**src/rtl/irq_ctl.sv**
```systemverilog
// irq_ctl: edge-detecting, maskable, fixed-priority interrupt requester for pc_gen.
// Latency: a request is visible on pending the cycle a line is first sampled high;
// TAKE follows one cycle later (add 2 cycles when IRQ_SYNC_EN is defined).
// Backpressure: pause holds the IDLE->TAKE decision and the TAKE state (vector held).
//
// Optional feature macro: IRQ_SYNC_EN (2-flop input synchronizer per line).
//
// Ports:
//   clock, rst          clock / asynchronous active-high reset
//   irq_lines           external requests, rising edge = request
//   pause               pipeline stall shared with pc_gen
//   pc                  PC to resume at after the ISR
//   eret                one-cycle ISR-return pulse
//   mask_wr, mask_data  mask register load (1 = line enabled)
//   pc_prectl           PC_IGN / PC_IRQ / PC_KEP toward pc_gen
//   irq_addr            selected vector address
//   zz_spc              saved return PC
//   in_service          ISR active
//   pending             pending flags

`ifndef PC_IGN
`define PC_IGN 4'b0000
`endif
`ifndef PC_IRQ
`define PC_IRQ 4'b0100
`endif
`ifndef PC_KEP
`define PC_KEP 4'b0011
`endif

module irq_ctl #(
  parameter int          NUM_IRQ    = 4,
  parameter logic [31:0] VEC_BASE   = 32'h0000_0050,
  parameter logic [31:0] VEC_STRIDE = 32'h0000_0010
) (
  input  logic               clock,
  input  logic               rst,
  input  logic [NUM_IRQ-1:0] irq_lines,
  input  logic               pause,
  input  logic [31:0]        pc,
  input  logic               eret,
  input  logic               mask_wr,
  input  logic [NUM_IRQ-1:0] mask_data,
  output logic [3:0]         pc_prectl,
  output logic [31:0]        irq_addr,
  output logic [31:0]        zz_spc,
  output logic               in_service,
  output logic [NUM_IRQ-1:0] pending
);

  typedef enum logic [1:0] {S_IDLE, S_TAKE, S_ISR, S_RET} state_t;

  state_t             state, state_nxt;
  logic [NUM_IRQ-1:0] mask;
  logic [NUM_IRQ-1:0] line_cur;   // line value seen by the edge detector
  logic [NUM_IRQ-1:0] hist;       // one-cycle delayed copy of line_cur
  logic [NUM_IRQ-1:0] rise;
  logic [NUM_IRQ-1:0] active;
  logic [NUM_IRQ-1:0] clr_vec;
  logic [2:0]         idx;
  logic [2:0]         sel_idx;
  logic               take_start;
  logic               take_done;

`ifdef IRQ_SYNC_EN
  logic [NUM_IRQ-1:0] sync1, sync2;

  always_ff @(posedge clock or posedge rst) begin
    if (rst) begin
      sync1 <= '0;
      sync2 <= '0;
    end else begin
      sync1 <= irq_lines;
      sync2 <= sync1;
    end
  end

  assign line_cur = sync2;
`else
  // Lines are assumed synchronous to clock in this build.
  assign line_cur = irq_lines;
`endif

  assign rise   = line_cur & ~hist;
  assign active = pending & mask;

  // Lowest index wins: scan high to low so the last hit is the lowest.
  always_comb begin
    sel_idx = '0;
    for (int i = NUM_IRQ - 1; i >= 0; i--) begin
      if (active[i]) sel_idx = 3'(i);
    end
  end

  always_ff @(posedge clock or posedge rst) begin
    if (rst) state <= S_IDLE;
    else     state <= state_nxt;
  end

  always_comb begin
    state_nxt  = state;
    pc_prectl  = `PC_IGN;
    take_start = 1'b0;
    take_done  = 1'b0;
    case (state)
      S_IDLE: begin
        if ((|active) && !pause) begin
          take_start = 1'b1;
          state_nxt  = S_TAKE;
        end
      end
      S_TAKE: begin
        pc_prectl = `PC_IRQ;
        if (!pause) begin
          take_done = 1'b1;
          state_nxt = S_ISR;
        end
      end
      S_ISR: begin
        if (eret) state_nxt = S_RET;
      end
      S_RET: begin
        pc_prectl = `PC_KEP;
        state_nxt = S_IDLE;
      end
      default: state_nxt = S_IDLE;
    endcase
  end

  // A new edge on the line being cleared takes priority over the clear.
  assign clr_vec = take_done ? (NUM_IRQ'(1) << idx) : '0;

  always_ff @(posedge clock or posedge rst) begin
    if (rst) begin
      hist       <= '0;
      pending    <= '0;
      mask       <= '0;
      idx        <= '0;
      irq_addr   <= '0;
      zz_spc     <= '0;
      in_service <= 1'b0;
    end else begin
      hist    <= line_cur;
      pending <= (pending & ~clr_vec) | rise;
      // The arbitration above used the pre-write mask, so a same-cycle write
      // only affects later decisions.
      if (mask_wr) mask <= mask_data;
      if (take_start) begin
        idx      <= sel_idx;
        irq_addr <= VEC_BASE + VEC_STRIDE * {29'd0, sel_idx};
      end
      if (take_done) begin
        zz_spc     <= pc;
        in_service <= 1'b1;
      end else if (state == S_RET) begin
        in_service <= 1'b0;
      end
    end
  end

endmodule

```
**config.mk**
```make
export PLATFORM = sky130hd
export DESIGN_NAME = irq_ctl
export DESIGN_NICKNAME = d
export VERILOG_FILES = /design/src/rtl/irq_ctl.sv
export SDC_FILE = /design/constraint.sdc
export NUM_CORES = 1
export LEC_CHECK = 0
export ABC_CLOCK_PERIOD_IN_PS = 4300
export BUFFER_PORTS_ARGS = -buffer_cell sky130_fd_sc_hd__buf_2
export CAP_MARGIN = 15
export CELL_PAD_IN_SITES_DETAIL_PLACEMENT = 1
export CELL_PAD_IN_SITES_GLOBAL_PLACEMENT = 1
export CORE_MARGIN = 4
export CORE_UTILIZATION = 35
export CTS_BUF_LIST = sky130_fd_sc_hd__clkbuf_8 sky130_fd_sc_hd__clkbuf_16
export DETAILED_ROUTE_END_ITERATION = 12
export GPL_TIMING_DRIVEN = 0
export PLACE_DENSITY_LB_ADDON = 0.1
export SLEW_MARGIN = 5
export SYNTH_ARGS = -nofsm -noshare
export SYNTH_HDL_FRONTEND = slang
export SYNTH_SLANG_ARGS = --single-unit
```
**constraint.sdc**
```tcl
create_clock -name clock -period 4.3 [get_ports clock]
set_clock_uncertainty 0.15 [all_clocks]
set_input_delay 0.86 -clock clock [delete_from_list [all_inputs] [get_ports clock]]
set_output_delay 0.86 -clock clock [all_outputs]
set_load 0.005 [all_outputs]
```
==> results of run 1 <==
-- layout make-up --
cell class | instances | area share (%)
inverter | 10 | 1.19
timing repair buffer | 89 | 14.6
clock inverter | 2 | 1.07
sequential | 53 | 42.0
tap | 77 | 3.05
buffer | 38 | 8.37
multi-input combinational | 173 | 27.1
clock buffer | 6 | 2.62
-- per-stage QoR --
stage | area (µm²) | hold WS, ns | instances | power, mW | setup WS, ns
after floorplan | 2480 | 0.250 | 274 | 1.20 | 2.00
after global placement | 3020 | 0.254 | 439 | 1.49 | 1.24
after detailed placement | 3040 | 0.264 | 440 | 1.52 | 2.25
after CTS | 3150 | 0.278 | 448 | 1.87 | 2.00
after global routing | 3150 | 0.282 | 448 | 2.00 | 1.95
final | 3150 | 0.274 | 448 | 1.83 | 2.02
-- cell families after synthesis --
kind of cell / after synthesis
AO/OA/AOI/OAI: 25
adder cells (fa/ha/maj): 6
buffers and inverters: 48
flip-flops: 53
multiplexers: 7
other: 1
AND/OR/NAND/NOR: 106
-- synthesized netlist by cell type --
cell,n
dfrtp_1,53
a21oi_1,4
a22o_1,1
clkbuf_1,1
o21a_1,1
o21a_4,1
inv_1,10
nor2b_1,2
a211o_1,1
a22o_4,1
o31ai_1,2
conb_1,1
o21ai_0,10
a32oi_1,1
nor2_1,3
o21ai_1,1
buf_4,30
buf_2,7
mux2_4,2
and2b_1,1
a2bb2oi_1,1
mux2_2,5
nand2_1,99
nand2b_1,1
a21oi_2,1
ha_1,6
-- critical path, stage by stage (launching register included) --
cell and delay, ns:
dfrtp_1 0.44, ha_1 0.27, buf_4 0.14, buf_2 0.12
-- registers in the layout (all words and copies together), names as in the netlist --
register	count
zz_spc	32
hist	4
irq_addr	4
mask	4
pending	4
idx	2
state	2
in_service	1
-- metal layers --
layer | routed length (µm) | GRT usage [%] | up-vias
met5 | 0 | 0 | -
met4 | 69 | 4.21 | 0
met3 | 377 | 4.25 | 6
met2 | 2720 | 23.7 | 67
met1 | 2510 | 17.8 | 853
li1 | - | - | 964
-- power by group --
part / switching, mW / internal, mW
Sequential: 0.113 / 0.693
Combinational: 0.350 / 0.333
Clock: 0.157 / 0.188
-- worst paths after layout --
check | from | endpoint | cells after the start | slack (ns)
setup / recovery | state[0] | pc_prectl[1] | 3 | 2.02
hold / removal | hist[0] | pending[0] | 1 | 0.27
setup reg to reg | state[0] | state[1] | 6 | 2.49
hold reg to reg | hist[0] | pending[0] | 1 | 0.27
max in group asynchronous | rst | state[1] | 3 | 3.00
min in group asynchronous | rst | zz_spc[7] | 2 | 0.45
==> results.cfg, run 1 <==
[outcome]
status = completed

[worst_setup_path]
critPathRequiredTime_ns = 3.29
criticalPathCategory = reg -> out
startpoint_type = flip-flop
crit_fanout = 5
arrival_ns = 1.27
critical_path.endpoint_type = output port

[synthesis]
synthesis.area_um2 = 2380
synth_top_area_cell = dfrtp_1
synthMuxAreaShare_pct = 3.63
synthSimpleGateAreaFrac_pct = 17.2
synthAdderAreaFrac_pct = 3.16
netlist_instances = 246
ys_seq_elements = 53
ys_types = 26
synthXorXnorAreaFrac_pct = 0
synth.top_cell.area_share_pct = 55.8
syn_area_per_cell_um2 = 9.66
ys_top_cells_by_area = dfrtp_1, nand2_1, buf_4, ha_1, mux2_2
synth_top_family_by_area = simple AND/OR/NAND/NOR gates
ys_seq_area_share_pct = 55.8
yosysWarnings = 0
synth_compound_area_share_pct = 7.32

[sta]
fmax_ghz = 0.438
fin_tns_setup_ns = 0
tightest_slew_ns = 0.559
post-route-period-util_pct = 53.1
drv_slew = 0
finalHoldViolCount = 0
finalSetupViolCount = 0
period_needed_ns = 2.28
slew-limit-headroom_pct = 62.7
rsz0062_at_grt = false

[finish]
drive_gt1_share_pct = 38.8
layout_commonest_cell = nand2_1
multi_input_area_um2 = 853
layout.nets = 421
syn_to_final_growth_pct = 32.8
final_util_pct = 48.8
fillers = 806
final_cell_mix = nand2_1, buf_2, dfrtp_1, buf_4, conb_1
n_antenna_cell = 0
regArea_um2 = 1330

[power_and_ir_drop]
p_leak_nw = 1.83
peakVddDrop_uv = 252
p_per_area_nw_per_um2 = 581

[floorplan]
die_h_um = 90.4
die_x_um = 90.4
fp-row-count = 29
dieArea_um2 = 8170
core_area_um2 = 6460
start_util_pct = 36.8
io_pins = 118

[route]
drtIter0Drc = 40
drcViolationCount = 0
avgRoutedWirePerCell_um = 12.7
drt-pass1-iter-count = 4
ant_nets = 0
vias = 1890
routed_wirelength_um = 5680
via_per_inst = 4.22

[cts]
cts_buffers = 5
clkTransAtPathRegs_ns = 0.10
cts_hold_buf = 0
root_buffer = clkbuf_8
clkSinkCount = 53
htree_levels = 2
post_cts_buffers = 0
clock_latency_ns = 0.30
cts_repair_resize_count = 0
clock_path_buffers = 2
cts_tree = built

[placement]
io_buffers = 88
gp_congestion = 0.769
post-dp-hpwl_um = 4460

[worst_hold_path]
min_path_type = reg -> reg

[global_route]
grt_max_degree = 30
grt_pass1_wl_um = 9450
grt_usage_pct = 14.2
grt_pass1_vias = 1923
overflow = 0
antenna_found_initial = 0

[run]
max-cap-violations = 0
Power figures use the tool's default switching activity.
==> inputs of run 2 (changes only) <==
--- a/config.mk
+++ b/config.mk
@@ -5,13 +5,13 @@
 export SDC_FILE = /design/constraint.sdc
 export NUM_CORES = 1
 export LEC_CHECK = 0
-export ABC_CLOCK_PERIOD_IN_PS = 4300
+export ABC_CLOCK_PERIOD_IN_PS = 2000
 export BUFFER_PORTS_ARGS = -buffer_cell sky130_fd_sc_hd__buf_2
 export CAP_MARGIN = 15
 export CELL_PAD_IN_SITES_DETAIL_PLACEMENT = 1
 export CELL_PAD_IN_SITES_GLOBAL_PLACEMENT = 1
 export CORE_MARGIN = 4
-export CORE_UTILIZATION = 35
+export CORE_UTILIZATION = 30
 export CTS_BUF_LIST = sky130_fd_sc_hd__clkbuf_8 sky130_fd_sc_hd__clkbuf_16
 export DETAILED_ROUTE_END_ITERATION = 12
 export GPL_TIMING_DRIVEN = 0
==> constraint.sdc (replaced) <==
create_clock -name clock -period 2 [get_ports clock]
set_clock_uncertainty 0.15 [all_clocks]
set_input_delay 0.4 -clock clock [delete_from_list [all_inputs] [get_ports clock]]
set_output_delay 0.4 -clock clock [all_outputs]
set_load 0.005 [all_outputs]
==> results.cfg, run 2 (synthesis results as in run 1) <==
[outcome]
status = completed

[power_and_ir_drop]
clock_power_share_pct = 16.0
p_leak_nw = 1.82
p_int_mw = 2.48
peakVddDrop_uv = 389
p_per_area_nw_per_um2 = 1200
p_sw_share_pct = 34.8
switchingPower_mw = 1.32
combPwrFrac_pct = 38.3
power.total_mw = 3.80
p_seq_share_pct = 45.7

[sta]
finalHoldViolCount = 0
fin_tns_setup_ns = 0
finalSetupViolCount = 0
hold_ws_ns = 0.0649
tightest_slew_ns = 0.534
rsz0062_at_grt = false
drv_slew = 0
fmax_ghz = 0.554
slew-limit-headroom_pct = 64.3
post-route-period-util_pct = 90.2
period_needed_ns = 1.80

[route]
avgRoutedWirePerCell_um = 12.2
drcViolationCount = 0
vias = 1955
wl_met2_um = 2780
top_layer = met4
drtIter0Drc = 28
via_per_inst = 4.13
wl_met1_um = 2530
ant_nets = 0
routed_wirelength_um = 5750
drt-pass1-iter-count = 4
dr_wl_met3_um = 418

[finish]
postLayoutCellArea_um2 = 3170
largest_reg_flops = 32
final_cell_mix = nand2_1, buf_2, dfrtp_1, buf_4, conb_1
layout.nets = 422
final_util_pct = 41.0
fillers = 977
regMostFlops = zz_spc
drive_gt1_share_pct = 38.8
n_antenna_cell = 0
syn_to_final_growth_pct = 33.3
layout_commonest_cell = nand2_1

[run]
max-cap-violations = 0

[floorplan]
die_h_um = 97.0
core_area_um2 = 7730
io_pins = 118
die_x_um = 97.0
dieArea_um2 = 9410
fp-row-count = 32
start_util_pct = 30.7

[cts]
clock_latency_ns = 0.30
clkSinkCount = 53
cts_buffers = 5
clock_path_buffers = 2
cts_tree = built
clkTransAtPathRegs_ns = 0.09
post_cts_buffers = 0
root_buffer = clkbuf_8
htree_levels = 2

[global_route]
antenna_found_initial = 0
grt_pass1_wl_um = 10100
overflow = 0
grt_usage_pct = 13.0
grt_pass1_vias = 2062
grt_max_degree = 32

[worst_setup_path]
criticalPathCategory = reg -> reg
arrival_ns = 1.85
r2r_cells = 6
critPathRequiredTime_ns = 2.04
critical_path.endpoint_type = flip-flop
startpoint_type = flip-flop
crit_fanout = 5

[placement]
post-dp-hpwl_um = 4540
io_buffers = 88
gp_congestion = 0.702
placed_area_um2 = 3070

[worst_hold_path]
whs_path_depth = 1
min_path_type = in -> reg
## run 2: cell types whose count changed in the layout (fill, tap and decap cells not counted)
cell and delta:
bufinv_16 -1, clkbuf_1 -1, dlygate4sd3_1 +1, clkbuf_2 +1
## run 2: cell type report
cell class / instances / area, µm² / area share, %
buffer: 38 / 265 / 8.38
clock buffer: 6 / 82.6 / 2.61
multi-input combinational: 173 / 853 / 26.9
timing repair buffer: 90 / 470 / 14.9
sequential: 53 / 1330 / 41.9
tap: 102 / 128 / 4.03
inverter: 10 / 37.5 / 1.19
clock inverter: 1 / 3.75 / 0.119
## run 2: final timing paths
check / from / end / slack (ns)
max: state[0] / state[1] / 0.20
min: irq_lines[2] / hist[2] / 0.06
max reg2reg: state[0] / state[1] / 0.20
min reg2reg: hist[1] / pending[1] / 0.27
max in group asynchronous: rst / zz_spc[16] / 0.61
min in group asynchronous: rst / zz_spc[4] / 0.53
## run 2: routing by layer
layer | vias to the layer above | global-route usage [%]
li1 | 960 | -
met3 | 3 | 4.11
met4 | 0 | 2.92
met5 | - | 0
met2 | 73 | 21.3
met1 | 919 | 16.9
## run 2: metrics by stage
| stage | instances | setup slack, ns |
|---|---|---|
| 2_1_floorplan | 274 | 0.164 |
| 3_5_place_dp | 465 | 0.131 |
| 3_3_place_gp | 464 | -0.700 |
| 5_1_grt | 473 | 0.0361 |
| 4_1_cts | 473 | 0.117 |
| 6_report | 473 | 0.196 |
## run 2: critical path: stages, from the launching register on
cell and delay (ns):
dfrtp_1 0.45, inv_1 0.10, ha_1 0.25, o21ai_0 0.16
o21ai_0 0.11, a21oi_2 0.17, mux2_4 0.31
## run 2: timing repair
action	4_1_cts	5_1_grt
endpoints found under the hold margin	17	0
hold buffers	1	0
setup endpoints to repair	0	31
gates resized for setup	0	2
## run 2: power by group through the flow
stage          sequential [mW]  clock [mW]  combinational (mW)
3_5_place_dp              1.77           0                1.50
5_1_grt                   1.80       0.694                1.70
4_1_cts                   1.75       0.649                1.51
3_3_place_gp              1.76           0                1.45
2_1_floorplan             1.77           0               0.806
6_report                  1.74       0.607                1.46
==> inputs of run 3 (changes only) <==
--- a/config.mk
+++ b/config.mk
@@ -7,7 +7,6 @@
 export LEC_CHECK = 0
 export ABC_CLOCK_PERIOD_IN_PS = 2000
 export BUFFER_PORTS_ARGS = -buffer_cell sky130_fd_sc_hd__buf_2
-export CAP_MARGIN = 15
 export CELL_PAD_IN_SITES_DETAIL_PLACEMENT = 1
 export CELL_PAD_IN_SITES_GLOBAL_PLACEMENT = 1
 export CORE_MARGIN = 4
@@ -15,7 +14,8 @@
 export CTS_BUF_LIST = sky130_fd_sc_hd__clkbuf_8 sky130_fd_sc_hd__clkbuf_16
 export DETAILED_ROUTE_END_ITERATION = 12
 export GPL_TIMING_DRIVEN = 0
-export PLACE_DENSITY_LB_ADDON = 0.1
+export PLACE_DENSITY = 0.85
+export SETUP_SLACK_MARGIN = 0.2
 export SLEW_MARGIN = 5
 export SYNTH_ARGS = -nofsm -noshare
 export SYNTH_HDL_FRONTEND = slang
==> results.cfg, run 3 (synthesis results as in run 1) <==
[route]
routed_wirelength_um = 6070
vias = 1986
ant_nets = 0
drcViolationCount = 0
drtIter0Drc = 55
avgRoutedWirePerCell_um = 12.8
via_per_inst = 4.18
drt-pass1-iter-count = 3

[finish]
final_cell_mix = nand2_1, buf_2, dfrtp_1, buf_4, conb_1
layout.nets = 424
regMostFlops = zz_spc
syn_to_final_growth_pct = 35.7
layout_commonest_cell = nand2_1
drive_gt1_share_pct = 41.3
largest_reg_flops = 32
n_antenna_cell = 0
final_cells = 475

[worst_setup_path]
critPathRequiredTime_ns = 1.45
criticalPathCategory = reg -> out
critical_path.endpoint_type = output port
arrival_ns = 1.20
startpoint_type = flip-flop
crit_fanout = 5

[sta]
fin_tns_setup_ns = 0
post-route-period-util_pct = 87.3
setup_slack_ns = 0.255
finalHoldViolCount = 0
finalSetupViolCount = 0
rsz0062_at_grt = true
fmax_ghz = 0.573
slew-limit-headroom_pct = 58.4
period_needed_ns = 1.75
drv_slew = 0
tightest_slew_ns = 0.622

[floorplan]
die_x_um = 97.0
io_pins = 118
die_h_um = 97.0
dieArea_um2 = 9410
fp-row-count = 32
core_area_um2 = 7730
start_util_pct = 30.7

[worst_hold_path]
min_path_type = in -> async

[cts]
htree_levels = 2
cts_tree = built
cts_buffers = 5
root_buffer = clkbuf_8
clock_latency_ns = 0.30
cts_hold_buf = 0
clkTransAtPathRegs_ns = 0.09
clock_path_buffers = 2
clkSinkCount = 53

[global_route]
overflow = 0
grt_usage_pct = 12.7
grt_max_degree = 54
grt_pass1_wl_um = 10000
grt_pass1_vias = 2177
antenna_found_initial = 0

[placement]
dp_cells = 464
post-dp-hpwl_um = 4670
gp_congestion = 0.786
pre_cts_slack_ns = 0.140
io_buffers = 88

[power_and_ir_drop]
p_per_area_nw_per_um2 = 1250
peakVddDrop_uv = 446
p_leak_nw = 1.83

[run]
max-cap-violations = 0

[outcome]
status = completed
## run 3: changes by cell type in the layout (fill, tap and decap cells not counted), sizes merged
cell,change
bufinv,+1
buf,+3
inv,-2
clkinvlp,+1
dlygate4sd3,-1
clkinv,+1
clkbuf,-1
## run 3: stage by stage
stage,total power [mW],hold WS [ns],instance area (µm²),util [%]
global placement,3.18,0.254,3050,39.5
global route,4.39,0.0470,3220,41.7
finish,4.04,0.0202,3220,41.7
detailed placement,3.29,0.281,3050,39.5
CTS,4.02,0.0551,3160,40.9
floorplan,2.58,0.250,2480,-
## run 3: area by class of cell
| type | instances | area (µm²) |
|---|---|---|
| clock buffer | 5 | 68.8 |
| inverter | 10 | 41.3 |
| timing repair buffer | 92 | 483 |
| tap | 102 | 128 |
| fill | 954 | 4500 |
| clock inverter | 2 | 35.0 |
| sequential | 53 | 1330 |
| multi-input combinational | 173 | 872 |
| buffer | 38 | 268 |
## run 3: path summary, 6_finish.rpt
kind,startpoint,endpoint,depth (start not counted),slack (ns)
setup / recovery,state[0],pc_prectl[2],3,0.25
hold / removal,rst,zz_spc[26],2,0.02
setup reg to reg,state[0],irq_addr[4],6,0.28
hold reg to reg,hist[1],pending[1],1,0.27
max in group asynchronous,rst,state[0],3,1.14
min in group clock,irq_lines[2],hist[2],1,0.07
## run 3: power breakdown
| group | internal [mW] | switching (mW) |
|---|---|---|
| Clock | 0.364 | 0.340 |
| Sequential | 1.49 | 0.271 |
| Combinational | 0.780 | 0.792 |
| Total | 2.64 | 1.40 |
## run 3: worst max-delay path, cell delays in order (launching register included)
cell and delay (ns):
dfrtp_2 0.45, buf_4 0.15, ha_1 0.18, buf_2 0.12
## run 3: per-layer routing
metal	global-route usage, %	wire, µm	up-vias
met1	15.0	2480	934
met4	2.59	36	0
met3	3.82	461	5
met5	0	0	-
li1	-	-	967
met2	22.7	3090	80
## run 3: repair_timing
item | 4_1_cts | 5_1_grt
cloned | 0 | 0
setup buffers | 0 | 3
setup endpoints to repair | 37 | 38
gates resized for setup | 3 | 8
